--- config.mk ---
export PLATFORM = sky130hd
export DESIGN_NAME = fwd_bypass_unit
export DESIGN_NICKNAME = d
export VERILOG_FILES = /design/src/rtl/fwd_pkg.sv /design/src/rtl/fwd_src_sel.sv /design/src/rtl/fwd_bypass_unit.sv
export SDC_FILE = /design/constraint.sdc
export NUM_CORES = 1
export LEC_CHECK = 0
export ABC_AREA = 1
export CAP_MARGIN = 20
export CORE_AREA = 2 2 121 123
export CTS_CLUSTER_SIZE = 20
export DETAILED_ROUTE_END_ITERATION = 8
export DIE_AREA = 0 0 123 125
export DONT_BUFFER_PORTS = 1
export PLACE_DENSITY_LB_ADDON = 0.05
export RECOVER_POWER = 25
export SLEW_MARGIN = 20
export SYNTH_ARGS = -nofsm -noshare
export SYNTH_HDL_FRONTEND = slang
export SYNTH_SLANG_ARGS = --single-unit
--- constraint.sdc ---
create_clock -name clk -period 3.7 [get_ports clk]
set_input_delay 0.555 -clock clk [delete_from_list [all_inputs] [get_ports clk]]
set_output_delay 0.555 -clock clk [all_outputs]
set_load 0.01 [all_outputs]
--- src/rtl/fwd_pkg.sv ---
// Shared types and constants for the operand-forwarding unit: select encoding,
// select-width helper and the scoreboard entry layout.
package fwd_pkg;

    localparam int FWD_DEPTH     = 3;
    localparam int FWD_SEL_RF    = 0;
    localparam int FWD_SEL_STAGE = 1;

    // rd is stored wide enough for any supported AW (AW <= FWD_RD_W), zero-extended
    localparam int FWD_RD_W = 8;

    function automatic int fwd_sel_width(input int depth);
        return $clog2(depth + 1);
    endfunction

    localparam int FWD_SELW = fwd_sel_width(FWD_DEPTH);

    typedef struct packed {
        logic                valid;
        logic                wreg;
        logic                m2reg;
        logic [FWD_RD_W-1:0] rd;
    } sb_entry_t;

endpackage

--- src/rtl/fwd_src_sel.sv ---
// Per-source forwarding selector: youngest matching stage wins, else register file;
// flags a load-use hazard when the winning producer is a load still in EX.
module fwd_src_sel
    import fwd_pkg::*;
#(
    parameter int XLEN  = 32,
    parameter int AW    = 5,
    parameter int DEPTH = 3,
    parameter int SELW  = 2
) (
    input  logic [AW-1:0]             src,
    input  logic [XLEN-1:0]           rf_data,
    input  logic [DEPTH-1:0]          sb_valid,
    input  logic [DEPTH-1:0]          sb_wreg,
    input  logic [DEPTH-1:0]          sb_m2reg,
    input  logic [DEPTH*FWD_RD_W-1:0] sb_rd,
    input  logic [DEPTH*XLEN-1:0]     stage_data,
    output logic [SELW-1:0]           sel,
    output logic [XLEN-1:0]           data,
    output logic                      load_hazard
);

    localparam logic [DEPTH-1:0] EX_ONLY = DEPTH'(1);

    logic [DEPTH-1:0] match;

    generate
        for (genvar gi = 0; gi < DEPTH; gi++) begin : g_match
            assign match[gi] = sb_valid[gi] & sb_wreg[gi]
                             & (sb_rd[gi*FWD_RD_W +: FWD_RD_W] == FWD_RD_W'(src))
                             & (src != '0);
        end
    endgenerate

    // Scan oldest to youngest so the lowest matching stage overrides.
    always_comb begin
        sel  = SELW'(FWD_SEL_RF);
        data = rf_data;
        for (int k = DEPTH - 1; k >= 0; k--) begin
            if (match[k]) begin
                sel  = SELW'(k + FWD_SEL_STAGE);
                data = stage_data[k*XLEN +: XLEN];
            end
        end
    end

    // A load in MEM or later already has its data on stage_data; only EX stalls.
    assign load_hazard = |(match & sb_m2reg & EX_ONLY);

endmodule

--- src/rtl/fwd_bypass_unit.sv ---
// ID/EX operand forwarding and load-use stall unit with a shifting destination scoreboard.
// Optional performance counters are built when FWD_PERF_CNT_EN is defined.
module fwd_bypass_unit
    import fwd_pkg::*;
#(
    parameter  int XLEN  = 32,
    parameter  int AW    = 5,
    parameter  int NSRC  = 2,
    parameter  int DEPTH = FWD_DEPTH,
    localparam int SELW  = fwd_sel_width(DEPTH)
) (
    input  logic                  clk,
    input  logic                  clrn,
    input  logic                  en,
    input  logic                  flush,
    input  logic                  id_valid,
    input  logic [NSRC*AW-1:0]    id_src,
    input  logic [NSRC*XLEN-1:0]  id_rf_data,
    input  logic                  id_wreg,
    input  logic [AW-1:0]         id_rd,
    input  logic                  id_m2reg,
    input  logic [DEPTH*XLEN-1:0] stage_data,
    output logic                  stall,
    output logic                  ex_valid,
    output logic [NSRC*XLEN-1:0]  ex_operand,
    output logic [NSRC*SELW-1:0]  ex_fwd_sel,
    output logic [31:0]           stall_count,
    output logic [31:0]           fwd_count
);

    sb_entry_t sb_reg  [DEPTH];
    sb_entry_t sb_next [DEPTH];

    logic [DEPTH-1:0]          sb_valid;
    logic [DEPTH-1:0]          sb_wreg;
    logic [DEPTH-1:0]          sb_m2reg;
    logic [DEPTH*FWD_RD_W-1:0] sb_rd;

    logic [NSRC*SELW-1:0] sel;
    logic [NSRC*XLEN-1:0] data;
    logic [NSRC-1:0]      hazard;
    logic                 issue;

    logic [NSRC*XLEN-1:0] ex_operand_reg;
    logic [NSRC*SELW-1:0] ex_fwd_sel_reg;

    generate
        for (genvar gi = 0; gi < DEPTH; gi++) begin : g_sb_flat
            assign sb_valid[gi] = sb_reg[gi].valid;
            assign sb_wreg[gi]  = sb_reg[gi].wreg;
            assign sb_m2reg[gi] = sb_reg[gi].m2reg;
            assign sb_rd[gi*FWD_RD_W +: FWD_RD_W] = sb_reg[gi].rd;
        end

        for (genvar gi = 0; gi < NSRC; gi++) begin : g_src
            fwd_src_sel #(
                .XLEN  (XLEN),
                .AW    (AW),
                .DEPTH (DEPTH),
                .SELW  (SELW)
            ) u_sel (
                .src         (id_src[gi*AW +: AW]),
                .rf_data     (id_rf_data[gi*XLEN +: XLEN]),
                .sb_valid    (sb_valid),
                .sb_wreg     (sb_wreg),
                .sb_m2reg    (sb_m2reg),
                .sb_rd       (sb_rd),
                .stage_data  (stage_data),
                .sel         (sel[gi*SELW +: SELW]),
                .data        (data[gi*XLEN +: XLEN]),
                .load_hazard (hazard[gi])
            );
        end
    endgenerate

    assign stall = id_valid & (|hazard);
    assign issue = id_valid & ~stall & ~flush;

    always_comb begin
        sb_next[0] = '0;
        if (issue) begin
            sb_next[0].valid = 1'b1;
            sb_next[0].wreg  = id_wreg;
            sb_next[0].m2reg = id_m2reg;
            sb_next[0].rd    = FWD_RD_W'(id_rd);
        end
        for (int k = 1; k < DEPTH; k++) begin
            sb_next[k] = sb_reg[k-1];
        end
    end

    always_ff @(posedge clk or negedge clrn) begin
        if (!clrn) begin
            for (int k = 0; k < DEPTH; k++) begin
                sb_reg[k] <= '0;
            end
            ex_operand_reg <= '0;
            ex_fwd_sel_reg <= '0;
        end else if (en) begin
            for (int k = 0; k < DEPTH; k++) begin
                sb_reg[k] <= sb_next[k];
            end
            ex_operand_reg <= issue ? data : '0;
            ex_fwd_sel_reg <= issue ? sel  : '0;
        end
    end

    assign ex_valid   = sb_reg[0].valid;
    assign ex_operand = ex_operand_reg;
    assign ex_fwd_sel = ex_fwd_sel_reg;

`ifdef FWD_PERF_CNT_EN
    localparam int INCW = $clog2(NSRC + 1);

    logic [31:0]     stall_count_reg;
    logic [31:0]     fwd_count_reg;
    logic [INCW-1:0] fwd_inc;
    logic [32:0]     fwd_sum;

    always_comb begin
        fwd_inc = '0;
        for (int i = 0; i < NSRC; i++) begin
            if (issue && (sel[i*SELW +: SELW] != SELW'(FWD_SEL_RF))) begin
                fwd_inc = fwd_inc + INCW'(1);
            end
        end
    end

    assign fwd_sum = {1'b0, fwd_count_reg} + 33'(fwd_inc);

    always_ff @(posedge clk or negedge clrn) begin
        if (!clrn) begin
            stall_count_reg <= '0;
            fwd_count_reg   <= '0;
        end else if (en) begin
            if (stall && (stall_count_reg != '1)) begin
                stall_count_reg <= stall_count_reg + 32'd1;
            end
            fwd_count_reg <= fwd_sum[32] ? '1 : fwd_sum[31:0];
        end
    end

    assign stall_count = stall_count_reg;
    assign fwd_count   = fwd_count_reg;
`else
    assign stall_count = '0;
    assign fwd_count   = '0;
`endif

endmodule
Word level (Yosys, flattened, before mapping):

Index checks and enable logic that the tools add are counted.
Widths: inputs -> output; s select.

* flip-flop bits (word level): 99
* bits of input ports: 182

* bitwise operators: 22
* reduce and logical (&&, ||, !) cells: 3
* mux-type cells: 15
* equal/unequal tests: 6

Operators with widths (number)
* $mux 32: 6
* $mux 64: 1
* $eq 8x5->1: 6
* $and 1x1->1: 20
* $mux 2: 6
* $mux 11: 1
* $reduce_bool 5->1: 2
* $mux 4: 1
* $not 1->1: 2
* $reduce_or 2->1: 1

Longest topological paths before layout:

Gate-level depths: netlist of the first run.

* depth in word-level cells: 10
* gate-level depth with buffers: 13
* depth with buffers taken out: 12

By module:

A second synthesis of the first run with hierarchy kept.

* cell total of the unflattened synthesis: 1217
* area total of the unflattened synthesis: 7526.0 µm²

By module, submodules not included
* fwd_bypass_unit: cells an instance 475, seq. area each 2302.2 µm², area an instance 4272.8 µm², times used 1
* fwd_src_sel: cells an instance 371, seq. area each 0.0 µm², area an instance 1626.6 µm², times used 2

Worst setup path after synthesis of the first run:

Ideal clock, no wire load.

* kind: input to output
* from: in id_src[4]
* to: out stall
* slack: 1.664 ns
* stages on the path: 10
* path buffers: 1
* arrival: 1.481 ns
* cell sequence: inv_2 -> nand2_1 -> nand2_1 -> nand2_1 -> nor2_1 -> nand2_2 -> buf_4 -> nand2_1 -> nand2_2 -> nor2_1

* cells in the longest elaborated chain, start to end: 6
* elaborated cells on any way between the ends: 7
* classes of those cells: eq/ne: 1; bitwise: 4; reduce/logical: 2

Ends and longest elaborated chain
* from (decl): line fwd_bypass_unit.sv:17 `input logic [NSRC*AW-1:0] id_src,`
* $eq 8x5->1: line fwd_src_sel.sv:30 `& (sb_rd[gi*FWD_RD_W +: FWD_RD_W] == FWD_RD_W'(src))`
* $and 1x1->1: line fwd_src_sel.sv:30
* $and 1x1->1 *: line fwd_src_sel.sv:31 `& (src != '0);`
* $and 1x1->1 *: line fwd_src_sel.sv:48 `assign load_hazard = |(match & sb_m2reg & EX_ONLY);`
* $reduce_or 2->1 *: line fwd_bypass_unit.sv:76 `assign stall = id_valid & (|hazard);`
* $and 1x1->1 *: line fwd_bypass_unit.sv:76
* to (decl): line fwd_bypass_unit.sv:23 `output logic stall,`

Mark *: on every way between the ends. The rest lies on a longest branch, timed or not.

Final worst setup path of the first run:

* from: reg sb_reg, in the netlist sb_next[15]
* to: out stall

* cells in the longest elaborated chain, start to end: 6
* elaborated cells on any way between the ends: 10
* classes of those cells: eq/ne: 2; bitwise: 7; reduce/logical: 1

Ends and longest elaborated chain
* from (decl): line fwd_bypass_unit.sv:31 `sb_entry_t sb_reg [DEPTH];`
* from (signal, indexed assignment): line fwd_bypass_unit.sv:101 `sb_reg[k] <= sb_next[k];`
* $eq 8x5->1: line fwd_src_sel.sv:30
* $and 1x1->1: line fwd_src_sel.sv:30
* $and 1x1->1: line fwd_src_sel.sv:31
* $and 1x1->1: line fwd_src_sel.sv:48
* $reduce_or 2->1 *: line fwd_bypass_unit.sv:76
* $and 1x1->1 *: line fwd_bypass_unit.sv:76

Marked as above.

==> results of run 1 <==
routing by layer:
layer | vias up | routed length (um) | track usage (%)
li1 | 3445 | - | -
met1 | 3205 | 9270 | 39.6
met2 | 379 | 11300 | 49.5
met3 | 32 | 2930 | 10.3
met4 | 0 | 565 | 10.7
met5 | - | 0 | 0
cells in the final DEF, fill, tap and decap left out:
cell,n
nand2_1,386
nand3_1,272
nor2_1,143
dfrtp_1,90
inv_1,84
conb_1,64
inv_2,13
buf_4,12
o21ai_0,10
clkbuf_16,9
o21ai_1,8
nor2_4,6
nand2_2,5
a21oi_1,4
clkinv_1,2
nor2_2,2
xnor2_1,2
nand3b_1,2
nand3_2,2
inv_6,2
bufinv_16,2
clkinvlp_4,2
buf_12,2
nand4_1,1
nor3_2,1
a21boi_1,1
and2_1,1
clkinv_4,1
clkbuf_2,1
metrics by stage:
| stage | setup slack (ps) | hold slack (ps) | total power, mW | instance area, sq um | utilization [%] |
|---|---|---|---|---|---|
| 6_report | 795 | 270 | 2.45 | 7210 | 50.7 |
| 2_1_floorplan | 1660 | 259 | 1.39 | 7430 | - |
| 4_1_cts | 797 | 129 | 2.47 | 7230 | 50.9 |
| 3_5_place_dp | 941 | 263 | 1.40 | 6880 | 48.4 |
| 5_1_grt | 613 | 262 | 2.55 | 7210 | 50.7 |
| 3_3_place_gp | 943 | 263 | 1.40 | 6880 | 48.4 |
kinds of logic (layout without fill, tap and decap cells):
| logic type | count (synthesis) | count (layout) | share of synthesized area [%] |
|---|---|---|---|
| and+or+nand+nor | 821 | 821 | 48.7 |
| other | 1 | 64 | 0.0522 |
| buffers and inverters | 233 | 130 | 18.0 |
| DFF | 90 | 90 | 31.3 |
| xor gates and xnor gates | 2 | 2 | 0.244 |
| AOI/OAI and AO/OA | 23 | 23 | 1.64 |
final timing paths:
path | start | end | slack, ps | depth (start not counted)
worst max-delay path | sb_next[15] | stall | 790 | 9
worst min-delay path | en | sb_next[13] | 270 | 1
worst max register to register | sb_next[10] | ex_operand[21] | 1000 | 9
worst min register to register | sb_reg[10] | sb_reg[10] | 470 | 2
max in group asynchronous | clrn | ex_operand[20] | 1390 | 1
min in group asynchronous | clrn | ex_operand[14] | 890 | 1
layout make-up:
class | instances | area [sq um] | share of cell area [%]
clock buffers | 9 | 225 | 3.13
clock inverters | 7 | 101 | 1.41
inverters | 99 | 372 | 5.16
multi-input cells | 910 | 3890 | 54.0
flip-flops and latches | 90 | 2250 | 31.3
well taps | 184 | 230 | 3.19
repair buffers | 15 | 135 | 1.88
power by group through the flow:
stage	combinational [mW]	sequential [mW]	clock, mW
final	0.295	1.11	1.04
after global routing	0.340	1.12	1.09
after CTS	0.299	1.11	1.06
after detailed placement	0.274	1.13	0
after global placement	0.271	1.13	0
after floorplan	0.279	1.11	0
==> results.md, run 1 <==
| Stage | Quantity | This run |
|---|---|---|
| outcome | Result of the run | finished, violations left |
| outcome | Violated checks | capacitance limit, slew limit |
| power | Power share of the sequential group | 45.3% |
| final layout | Growth of design area from synthesis to finish | 0.226% |
| routing | Violation count after the first detailed-route iteration | 570 |
| final layout | Final cell count without fillers | 1314 |
| synth | Synthesized netlist cell count | 1170 |
| sta | Actual slew at the worst max-slew pin | 2360 ps |
| place | Gp weighted congestion | 0.878 |
| sta | Aggregate negative setup slack | 0 ps |
| cts | Sink Count | 90 |
| floorplanning | Effective utilization at floorplan | 50.6% |
| sta | Final Setup Violations | 0 |
| sta | Slew HR | -57.6% |
| final layout | Total number of nets in the final design | 1307 |
| sta | Fin. max-slew vios | 91 |
| routing | Final antenna-violating net count | 0 |
| grt | Number of global-route vias before repair | 6495 |
| synth | Count of flip-flops with a built-in enable after synthesis | 0 |
| sta | RSZ-0062 raised after global routing | no |
| floorplanning | Die Footprint | 0.0154 sq mm |
| grt | Residual overflow from global routing | 0 |
| power | Static leakage | 4.14 nW |
| cts | Clock edge transition at the registers on the reported setup and hold paths | 70 ps |
| synth | Most repeated cell in the gate-level netlist after synthesis | nand2_1 |
| cts | Max Root-Sink Buffers | 2 |
| synth | Mean Syn Cell Area | 6.15 sq um |
| sta | Clock period minus worst slack | 2910 ps |
| cts | Number of buffers created by CTS | 9 |
| cts | Clock H-tree levels | 3 |
| final layout | Number of flip-flops under the largest register name | 64 |
| setup path | Worst Path Arrival | 2350 ps |
| synth | Synth async-reset ratio | 100% |
| grt | Wire length of the first global-routing pass | 37.1 mm |
| power | PwrDens | 340 mW/mm^2 |
| setup path | Critical path fanouts, max | 33 |
| routing | Via total after detailed routing | 7061 |
| worst hold path | Type of the worst min-delay path | primary input to register |
| synth | Top_reg_cell synth | dfrtp_1 |
| place | Quantity of I/O buffers inserted on ports | 0 |
| final layout | Share of cells above drive strength 1 | 5.31% |
| routing | Length of the first detailed-routing pass in iterations | 5 |
| power | Switching part of the total power | 29.5% |
| sta | Number of endpoints with negative hold slack in the final report | 0 |
| grt | Antenna violations before repair | 0 |
| synth | Count of distinct cell types in the synthesized netlist | 26 |
| synth | Leading area contributor after synthesis | dfrtp_1 |
| setup path | Req. time, crit path | 3140 ps |
| setup path | Slowest-stage cell, CP | nand2_2 |
| setup path | Most repeated library cell on the critical path | nand2_1 |
| final layout | Diodes inserted | 0 |
| cts | Cell at the root of the clock tree | clkbuf_16 |
| cts | Post-CTS Repair Setup Buffers | 0 |
| floorplanning | DIE HEIGHT | 125 um |
| cts | Clock network latency to the later pin of the worst-skew pair | 360 ps |
| setup path | CP Launch Type | register |
| synth | Register area share after synthesis | 31.3% |
| synth | Yosys synthesis warning count | 0 |
| synth | Cells taking the most area after synthesis | dfrtp_1 (31%), nand2_1 (20%), nand3_1 (19%) |
| power | Switching Power | 0.723 mW |
| synth | Netlist Area Pre-Place | 0.00719 sq mm |
| power | Internal | 1.73 mW |
| floorplanning | Number of I/O pins | 316 |
| power | Share of total power in the clock network | 42.7% |
| sta | Maximum frequency from static timing analysis | 344 MHz |
| setup path | Slowest cell delay on critical path | 460 ps |
| routing | DRC Markers | 0 |
| synth | Commonest cells in the synthesized netlist | nand2_1 (387), nand3_1 (272), nor2_1 (143), dfrtp_1 (90), inv_1 (84) |
| grt | Maximum number of pins on one net before global-route repair | 91 |
| routing | DR WL/cell | 18.3 um |
| power | Highest ir drop seen on vdd | 204 uV |
| sta | Share of the clock period used by the worst path after layout | 78.5% |
| synth | Yosys reg bits | 90 |
| floorplanning | Die extent in x | 123 um |
| setup path | CP Capture Type | primary output |
| final layout | Filler cell count | 1557 |
| place | DP HPWL | 16.3 mm |
| grt | Total global-route track usage | 31.1% |
| floorplanning | Total core area | 0.0142 sq mm |
| job | Max-cap viol count | 1 |
| synth | Proportion of netlist area held by the largest area contributor | 31.3% |
| setup path | CP Buf/Inv Count | 1 |
| place | Cell count after placement | 1297 |
| cts | Resized cells post-CTS | 0 |
| sta | Worst clock skew | 7.14 ps |
| routing | Avg Vias per Cell | 5.37 |
| floorplanning | Row count | 44 |
| routing | Wire length reported by the detailed router | 24.1 mm |
| power | Combinational cell fraction of total power | 12.0% |
| setup path | CP delay by family, top | simple AND/OR/NAND/NOR gates |
| cts | TritonCTS clock tree | built |
| setup path | Classification of the worst setup path | register to primary output |
| setup path | Cell breakdown of the critical path | inv_1, nand2_1, nand2_1, nand3_1, nor2_1, nand2_2, nand2_1, nand2_2, nor2_1 |
| cts | Cts hold-fix bufs | 1 |
No activity file was read; power rests on OpenSTA's default activity.
==> run 2, diff against run 1 <==
==> constraint.sdc (replaced) <==
create_clock -name clk -period 2.9 [get_ports clk]
set_input_delay 0.435 -clock clk [delete_from_list [all_inputs] [get_ports clk]]
set_output_delay 0.435 -clock clk [all_outputs]
set_load 0.01 [all_outputs]
==> run 2 against run 1 <==
  * Setup slack worse by 210 ps
  * Global-route usage down 0.48 points
  * Flip-flop and latch count unchanged
  * The run ends with hold timing left
  * Sequential share of layout area shrank 0.11 points
  * Clock-buffer cell count increased by 3
  * Clock skew increased by 2.5 ps
  * Hold slack worse by 280 ps
  * Sequential power increased by 28%
  * First-iteration DRC count increased by 20%
==> results.md, run 2 (same netlist as run 1, synthesis figures left out) <==
| Stage | Quantity | This run | Delta |
|---|---|---|---|
| final layout | Total number of nets in the final design | 1316 | was 1307 |
| grt | Met2 GRT Util | 49.2% | was 49.5% |
| routing | Wire length reported by the detailed router | 24.1 mm | about the same |
| grt | Total global-route track usage | 30.6% | was 31.1% |
| power | Internal | 2.05 mW | was 1.73 mW |
| cts | Sink Count | 90 | unchanged |
| setup path | Slowest cell delay on critical path | 480 ps | was 460 ps |
| outcome | Violated checks | hold timing | was capacitance limit, slew limit |
| power | Power share of the sequential group | 48.4% | was 45.3% |
| cts | Cell at the root of the clock tree | clkbuf_16 | unchanged |
| power | PwrDens | 404 mW/mm^2 | was 340 mW/mm^2 |
| setup path | CP Capture Type | primary output | unchanged |
| sta | Worst clock skew | 9.63 ps | was 7.14 ps |
| grt | Number of global-route vias before repair | 6473 | was 6495 |
| final layout | Growth of design area from synthesis to finish | 0.574% | was 0.226% |
| final layout | Finished Cell Area | 0.00723 sq mm | was 0.00721 sq mm |
| job | Max-cap viol count | 0 | was 1 |
| worst hold path | Type of the worst min-delay path | primary input to async pin | was primary input to register |
| power | Static leakage | 4.17 nW | was 4.14 nW |
| setup path | Critical path fanouts, max | 9 | was 33 |
| setup path | Slowest-stage cell, CP | dfrtp_1 | was nand2_2 |
| final layout | Final cell count without fillers | 1323 | was 1314 |
| setup path | Cell count along the critical path | 8 | was 9 |
| final layout | Most frequent cells in the layout | nand2_1 (386), nand3_1 (272), nor2_1 (143) | unchanged |
| power | Share of total power in the clock network | 38.6% | was 42.7% |
| floorplanning | Die extent in x | 123 um | unchanged |
| place | DP HPWL | 16.8 mm | was 16.3 mm |
| floorplanning | Row count | 44 | unchanged |
| place | Placed cell area | 0.00693 sq mm | was 0.00688 sq mm |
| setup path | Most repeated library cell on the critical path | nand2_1 | unchanged |
| setup path | Reg2reg path depth | 11 | was 9 |
| final layout | Diodes inserted | 0 | unchanged |
| grt | Maximum number of pins on one net before global-route repair | 91 | unchanged |
| sta | Maximum frequency from static timing analysis | 433 MHz |  |
| grt | Antenna violations before repair | 0 | unchanged |
| setup path | Req. time, crit path | 2470 ps | was 3140 ps |
| routing | DRC Markers | 0 | unchanged |
| power | Design Power | 2.92 mW | was 2.45 mW |
| setup path | CP Launch Type | register | unchanged |
| cts | Number of buffers created by CTS | 9 | unchanged |
| floorplanning | Total core area | 0.0142 sq mm | unchanged |
| power | Highest ir drop seen on vdd | 228 uV | was 204 uV |
| grt | Met1 track demand over resource in global routing | 38.9% | was 39.6% |
| sta | Clock period minus worst slack | 2310 ps |  |
| sta | Actual slew at the worst max-slew pin | 892 ps | was 2360 ps |
| place | Gp weighted congestion | 0.899 | was 0.878 |
| cts | Max Root-Sink Buffers | 2 | unchanged |
| routing | Via total after detailed routing | 7182 | was 7061 |
| final layout | Share of cells above drive strength 1 | 5.88% | was 5.31% |
| floorplanning | DIE HEIGHT | 125 um | unchanged |
| grt | Busiest layer in global routing | met2 | unchanged |
| power | Combinational cell fraction of total power | 13.0% | was 12.0% |
| grt | Residual overflow from global routing | 0 | unchanged |
| routing | Length of the first detailed-routing pass in iterations | 5 | unchanged |
| final layout | Most common cell after layout, fill and taps aside | nand2_1 | unchanged |
| power | Switching part of the total power | 29.9% | was 29.5% |
| cts | TritonCTS clock tree | built | unchanged |
| cts | Clock edge transition at the registers on the reported setup and hold paths | 70 ps | about the same |
| place | Quantity of I/O buffers inserted on ports | 0 | unchanged |
| sta | RSZ-0062 raised after global routing | no | unchanged |
| setup path | CP delay by family, top | simple AND/OR/NAND/NOR gates | unchanged |
| sta | Aggregate negative setup slack | 0 ps | unchanged |
| grt | Fraction of met3 tracks used by global routing | 10.3% | unchanged |
| setup path | CP Buf/Inv Count | 0 | was 1 |
| sta | Number of endpoints with negative hold slack in the final report | 10 | was 0 |
| place | Cell count after placement | 1306 | was 1297 |
| sta | Fin. max-slew vios | 0 | was 91 |
| final layout | Number of flip-flops under the largest register name | 64 | unchanged |
| routing | Violation count after the first detailed-route iteration | 685 | was 570 |
| grt | Wire length of the first global-routing pass | 36.7 mm | was 37.1 mm |
| setup path | Classification of the worst setup path | register to primary output | unchanged |
| routing | DR WL/cell | 18.2 um | was 18.3 um |
| outcome | Result of the run | finished, violations left | unchanged |
| setup path | Worst Path Arrival | 1880 ps | was 2350 ps |
| routing | Final antenna-violating net count | 0 | unchanged |
| sta | Worst hold slack | -10.9 ps | was 270 ps |
| floorplanning | Die Footprint | 0.0154 sq mm | unchanged |
| sta | Share of the clock period used by the worst path after layout | 79.7% |  |
| cts | Post-CTS Repair Setup Buffers | 0 | unchanged |
| routing | Avg Vias per Cell | 5.43 | was 5.37 |
| sta | Final Setup Violations | 0 | unchanged |
| cts | Clock network latency to the later pin of the worst-skew pair | 350 ps | was 360 ps |
| sta | Slew HR | 40.5% | was -57.6% |
| setup path | Cell breakdown of the critical path | nand2_1, a21oi_1, nand2_1, nor2_1, nand2_2, nand2_1, nand2_2, nor2_1 | was inv_1, nand2_1, nand2_1, nand3_1, nor2_1, nand2_2, nand2_1, nand2_2, nor2_1 |
| floorplanning | Number of I/O pins | 316 | unchanged |
| power | Switching Power | 0.875 mW | was 0.723 mW |
| floorplanning | Effective utilization at floorplan | 50.6% | unchanged |
| cts | Clock H-tree levels | 3 | unchanged |
==> run 2: final timing paths <==
kind	end	slack (ps)	from
min in group clk	sb_next[11]	160	en
min reg2reg	sb_reg[10]	480	sb_reg[10]
min	ex_operand[48]	-10	clrn
max	stall	590	ex_valid
max reg2reg	ex_operand[55]	880	sb_next[2]
max in group asynchronous	ex_operand[57]	2510	clrn
==> run 2: cell type report <==
class | instances | area (sq um)
clock buffer | 12 | 246
clock inverter | 4 | 27.5
fill | 1528 | 6970
inverter | 99 | 372
multi-input combinational | 910 | 3890
sequential | 90 | 2250
tap | 184 | 230
timing repair buffer | 24 | 213
==> run 2: layer usage <==
metal / wire, um / part of all wire [%] / up-vias
met5: 0 / 0 / -
met4: 515 / 2.1 / 0
met3: 2980 / 12 / 40
met2: 11100 / 46 / 390
met1: 9470 / 39 / 3285
li1: - / - / 3467
==> run 2: power groups by stage <==
stage / Sequential (mW) / Clock, mW / Combinational, mW
5_1_grt: 1.42 / 1.20 / 0.436
4_1_cts: 1.42 / 1.15 / 0.382
2_1_floorplan: 1.42 / 0 / 0.356
6_report: 1.42 / 1.13 / 0.381
3_3_place_gp: 1.44 / 0 / 0.346
3_5_place_dp: 1.44 / 0 / 0.351
==> run 2: what timing repair did <==
item                                   CTS  global route
endpoints found under the hold margin   90             0
gates resized for setup                  0             0
hold buffers                             1             0
==> run 2: per-stage QoR <==
stage,util [%],setup slack (ps)
final,50.9,588
after global routing,50.9,453
after CTS,50.9,576
after detailed placement,48.8,875
after global placement,48.8,882
after floorplan,-,1100
==> run 3, diff against run 2 <==
--- a/config.mk
+++ b/config.mk
@@ -5,7 +5,7 @@
 export SDC_FILE = /design/constraint.sdc
 export NUM_CORES = 1
 export LEC_CHECK = 0
-export ABC_AREA = 1
+export ABC_AREA = 0
 export CAP_MARGIN = 20
 export CORE_AREA = 2 2 121 123
 export CTS_CLUSTER_SIZE = 20
==> constraint.sdc (replaced) <==
create_clock -name clk -period 2.15 [get_ports clk]
set_input_delay 0.3225 -clock clk [delete_from_list [all_inputs] [get_ports clk]]
set_output_delay 0.3225 -clock clk [all_outputs]
set_load 0.01 [all_outputs]
==> run 3 against run 2 <==
  * Clock power rose by 42%
  * Critical path type is now register to register
  * Largest cell class unchanged
  * Critical path depth rose by 1
  * The run ends with hold timing, setup timing left
  * Sequential power rose by 36%
  * Sequential share of layout area fell by 2.6 points
  * Final cell count fell by 33%
==> results.md, run 3 <==
| Stage | Quantity | This run | Delta |
|---|---|---|---|
| final layout | Share of cells above drive strength 1 | 30.6% | was 5.88% |
| setup path | Cell breakdown of the critical path | buf_6, xor2_4, nor4_2, buf_4, nand2_8, buf_12, a221oi_4, a2bb2oi_2, o22ai_2 | was nand2_1, a21oi_1, nand2_1, nor2_1, nand2_2, nand2_1, nand2_2, nor2_1 |
| place | Gp weighted congestion | 0.934 | was 0.899 |
| place | Quantity of I/O buffers inserted on ports | 0 | unchanged |
| place | DP HPWL | 15.4 mm | was 16.8 mm |
| synth | Synth async-reset ratio | 100% | unchanged |
| setup path | CP delay by family, top | compound AO/OA/AOI/OAI gates | was simple AND/OR/NAND/NOR gates |
| synth | Leading area contributor after synthesis | dfrtp_1 | unchanged |
| sta | RSZ-0062 raised after global routing | yes | was no |
| setup path | Critical path fanouts, max | 6 | was 9 |
| setup path | Slowest cell delay on critical path | 440 ps | was 480 ps |
| power | Internal | 3.09 mW | was 2.05 mW |
| synth | Netlist Area Pre-Place | 0.00637 sq mm | was 0.00719 sq mm |
| power | Static leakage | 3.28 nW | was 4.17 nW |
| routing | DRC Markers | 0 | unchanged |
| setup path | Reg2reg path depth | 9 | was 11 |
| routing | Length of the first detailed-routing pass in iterations | 5 | unchanged |
| cts | Cell at the root of the clock tree | clkbuf_16 | unchanged |
| outcome | Violated checks | hold timing, setup timing | was hold timing |
| power | Share of total power in the clock network | 37.5% | was 38.6% |
| sta | Maximum frequency from static timing analysis | 462 MHz |  |
| synth | Cells taking the most area after synthesis | dfrtp_1 (35%), a2bb2oi_1 (8.8%), buf_4 (7.8%) | was dfrtp_1 (31%), nand2_1 (20%), nand3_1 (19%) |
| routing | Routed length on met3 | 2.39 mm | was 2.98 mm |
| sta | Aggregate negative setup slack | -33.6 ps | was 0 ps |
| setup path | Worst reg2reg startpoint | sb_rd[17] | was sb_next[2] |
| setup path | CP Buf/Inv Count | 3 | was 0 |
| sta | Actual slew at the worst max-slew pin | 524 ps | was 892 ps |
| power | Switching Power | 1.18 mW | was 0.875 mW |
| floorplanning | Die extent in x | 123 um | unchanged |
| routing | DR WL/cell | 27.2 um | was 18.2 um |
| outcome | Result of the run | finished, violations left | unchanged |
| cts | Clock edge transition at the registers on the reported setup and hold paths | 70 ps | about the same |
| routing | DR top layer | met5 | was met4 |
| cts | Sink Count | 90 | unchanged |
| floorplanning | Total core area | 0.0142 sq mm | unchanged |
| worst hold path | Type of the worst min-delay path | primary input to async pin | unchanged |
| final layout | Growth of design area from synthesis to finish | 24.4% | was 0.574% |
| routing | Violation count after the first detailed-route iteration | 387 | was 685 |
| place | Placed cell area | 0.00655 sq mm | was 0.00693 sq mm |
| setup path | Slowest-stage cell, CP | dfrtp_2 | was dfrtp_1 |
| setup path | Reg-to-Reg End | ex_operand[60] | was ex_operand[55] |
| floorplanning | DIE HEIGHT | 125 um | unchanged |
| power | Combinational cell fraction of total power | 17.2% | was 13.0% |
| synth | Proportion of netlist area held by the largest area contributor | 35.4% | was 31.3% |
| floorplanning | Die Footprint | 0.0154 sq mm | unchanged |
| cts | Clock H-tree levels | 3 | unchanged |
| sta | Clock period minus worst slack | 2160 ps |  |
| synth | Register area share after synthesis | 35.4% | was 31.3% |
| sta | Worst clock skew | 10.9 ps | was 9.63 ps |
| setup path | Worst reg-to-reg setup slack | -10 ps | was 880 ps |
| cts | Clock network latency to the later pin of the worst-skew pair | 350 ps | about the same |
| routing | Final antenna-violating net count | 0 | unchanged |
| routing | Via total after detailed routing | 5683 | was 7182 |
| final layout | Finished Cell Area | 0.00792 sq mm | was 0.00723 sq mm |
| grt | Total global-route track usage | 28.8% | was 30.6% |
| setup path | CP Launch Type | register | unchanged |
| synth | Most repeated cell in the gate-level netlist after synthesis | dfrtp_1 | was nand2_1 |
| floorplanning | Row count | 44 | unchanged |
| final layout | Most common cell after layout, fill and taps aside | dfrtp_1 | was nand2_1 |
| sta | Setup slack of the critical path after layout | -13.5 ps | was 588 ps |
| sta | Fin. max-slew vios | 0 | unchanged |
| routing | Routed length on met2 | 11.5 mm | was 11.1 mm |
| routing | Wire length reported by the detailed router | 24.0 mm | was 24.1 mm |
| routing | Avg Vias per Cell | 6.43 | was 5.43 |
| place | Worst setup slack before clock tree synthesis | -263 ps | was 875 ps |
| setup path | CP Capture Type | register | was primary output |
| synth | Count of flip-flops with a built-in enable after synthesis | 0 | unchanged |
| synth | Yosys reg bits | 90 | unchanged |
| power | Highest ir drop seen on vdd | 427 uV | was 228 uV |
| sta | Slew HR | 65.0% | was 40.5% |
| grt | Antenna violations before repair | 2 | was 0 |
| power | Switching part of the total power | 27.6% | was 29.9% |
| cts | Max Root-Sink Buffers | 2 | unchanged |
| cts | TritonCTS clock tree | built | unchanged |
| synth | Mean Syn Cell Area | 9.28 sq um | was 6.15 sq um |
| final layout | Number of flip-flops under the largest register name | 64 | unchanged |
| cts | Number of buffers created by CTS | 9 | unchanged |
| job | Max-cap viol count | 0 | unchanged |
| setup path | Req. time, crit path | 2360 ps | was 2470 ps |
| grt | Residual overflow from global routing | 0 | unchanged |
| final layout | Most frequent cells in the layout | dfrtp_1 (87), inv_1 (77), o22ai_1 (66) | was nand2_1 (386), nand3_1 (272), nor2_1 (143) |
| setup path | Classification of the worst setup path | register to register | was register to primary output |
| synth | Yosys synthesis warning count | 0 | unchanged |
| synth | Synthesized netlist cell count | 686 | was 1170 |
| routing | Sum of routed wire segments on met1 | 9.29 mm | was 9.47 mm |
| grt | Wire length of the first global-routing pass | 34.1 mm | was 36.7 mm |
| synth | Commonest cells in the synthesized netlist | dfrtp_1 (90), inv_1 (77), o22ai_1 (68), buf_4 (66) | was nand2_1 (387), nand3_1 (272), nor2_1 (143), dfrtp_1 (90), inv_1 (84) |
| power | PwrDens | 539 mW/mm^2 | was 404 mW/mm^2 |
| grt | Number of global-route vias before repair | 5802 | was 6473 |
| grt | Maximum number of pins on one net before global-route repair | 92 | was 91 |
| floorplanning | Effective utilization at floorplan | 44.8% | was 50.6% |
| sta | Worst hold slack | -338 ps | was -10.9 ps |
| setup path | Worst Path Arrival | 2370 ps | was 1880 ps |
| synth | Count of distinct cell types in the synthesized netlist | 38 | was 26 |
| sta | Share of the clock period used by the worst path after layout | 101% |  |
| power | Power share of the sequential group | 45.3% | was 48.4% |
| sta | Number of endpoints with negative hold slack in the final report | 90 | was 10 |
| synth | Top_reg_cell synth | dfrtp_1 | unchanged |
| floorplanning | Number of I/O pins | 316 | unchanged |
| sta | Final Setup Violations | 5 | was 0 |
| final layout | Total number of nets in the final design | 877 | was 1316 |
run 3: power by group through the flow:
| stage | clock [mW] | combinational [mW] | sequential, mW |
|---|---|---|---|
| 2_1_floorplan | 0 | 0.570 | 1.93 |
| 5_1_grt | 1.69 | 0.794 | 1.95 |
| 6_report | 1.60 | 0.736 | 1.93 |
| 4_1_cts | 1.62 | 0.616 | 1.93 |
| 3_5_place_dp | 0 | 0.593 | 1.96 |
| 3_3_place_gp | 0 | 0.582 | 1.96 |
run 3: layout make-up:
class | instances | area (sq um)
antenna | 1 | 2.50
clock buffer | 12 | 246
clock inverter | 3 | 40.0
fill | 1276 | 6290
inverter | 77 | 289
multi-input combinational | 455 | 4070
sequential | 90 | 2260
tap | 184 | 230
timing repair buffer | 62 | 787
run 3: logic make-up after synthesis:
kind of cell	share of synthesized area (%)
xor gates and xnor gates	4.13
buffers and inverters	17.0
other	0.0589
AOI/OAI and AO/OA	33.5
DFF	35.4
muxes	2.48
and+or+nand+nor	7.49
run 3: routing by layer:
metal,global-route usage (%),vias to the layer above
met1,34.9,2826
met2,46.5,323
met4,13.0,2
met3,9.35,62
li1,-,2470
met5,0,-
run 3: worst max path at each step:
stage | start | endpoint | slack [ps] | depth (start not counted)
after floorplan | id_src[2] | ex_valid | 100 | 9
after global placement | sb_rd[18] | ex_operand[5] | -250 | 7
after detailed placement | sb_rd[18] | ex_operand[52] | -260 | 7
after CTS | sb_rd[17] | ex_operand[8] | -9 | 7
after global routing | sb_rd[17] | ex_operand[63] | -130 | 9
final | sb_rd[17] | ex_operand[60] | -10 | 9
run 3: what timing repair did:
action | CTS | global route
gates cloned | 0 | 6
endpoints found under the hold margin | 90 | 90
gates resized for setup | 16 | 108
buffers inserted | 10 | 8
setup endpoints to repair | 65 | 65
pin swaps | 8 | 59
run 3: stage by stage:
step	util (%)	power (mW)	cells
6_report	55.7	4.27	884
5_1_grt	55.7	4.43	884
3_5_place_dp	46.1	2.56	845
2_1_floorplan	-	2.50	749
4_1_cts	49.2	4.17	869
3_3_place_gp	46.1	2.54	844
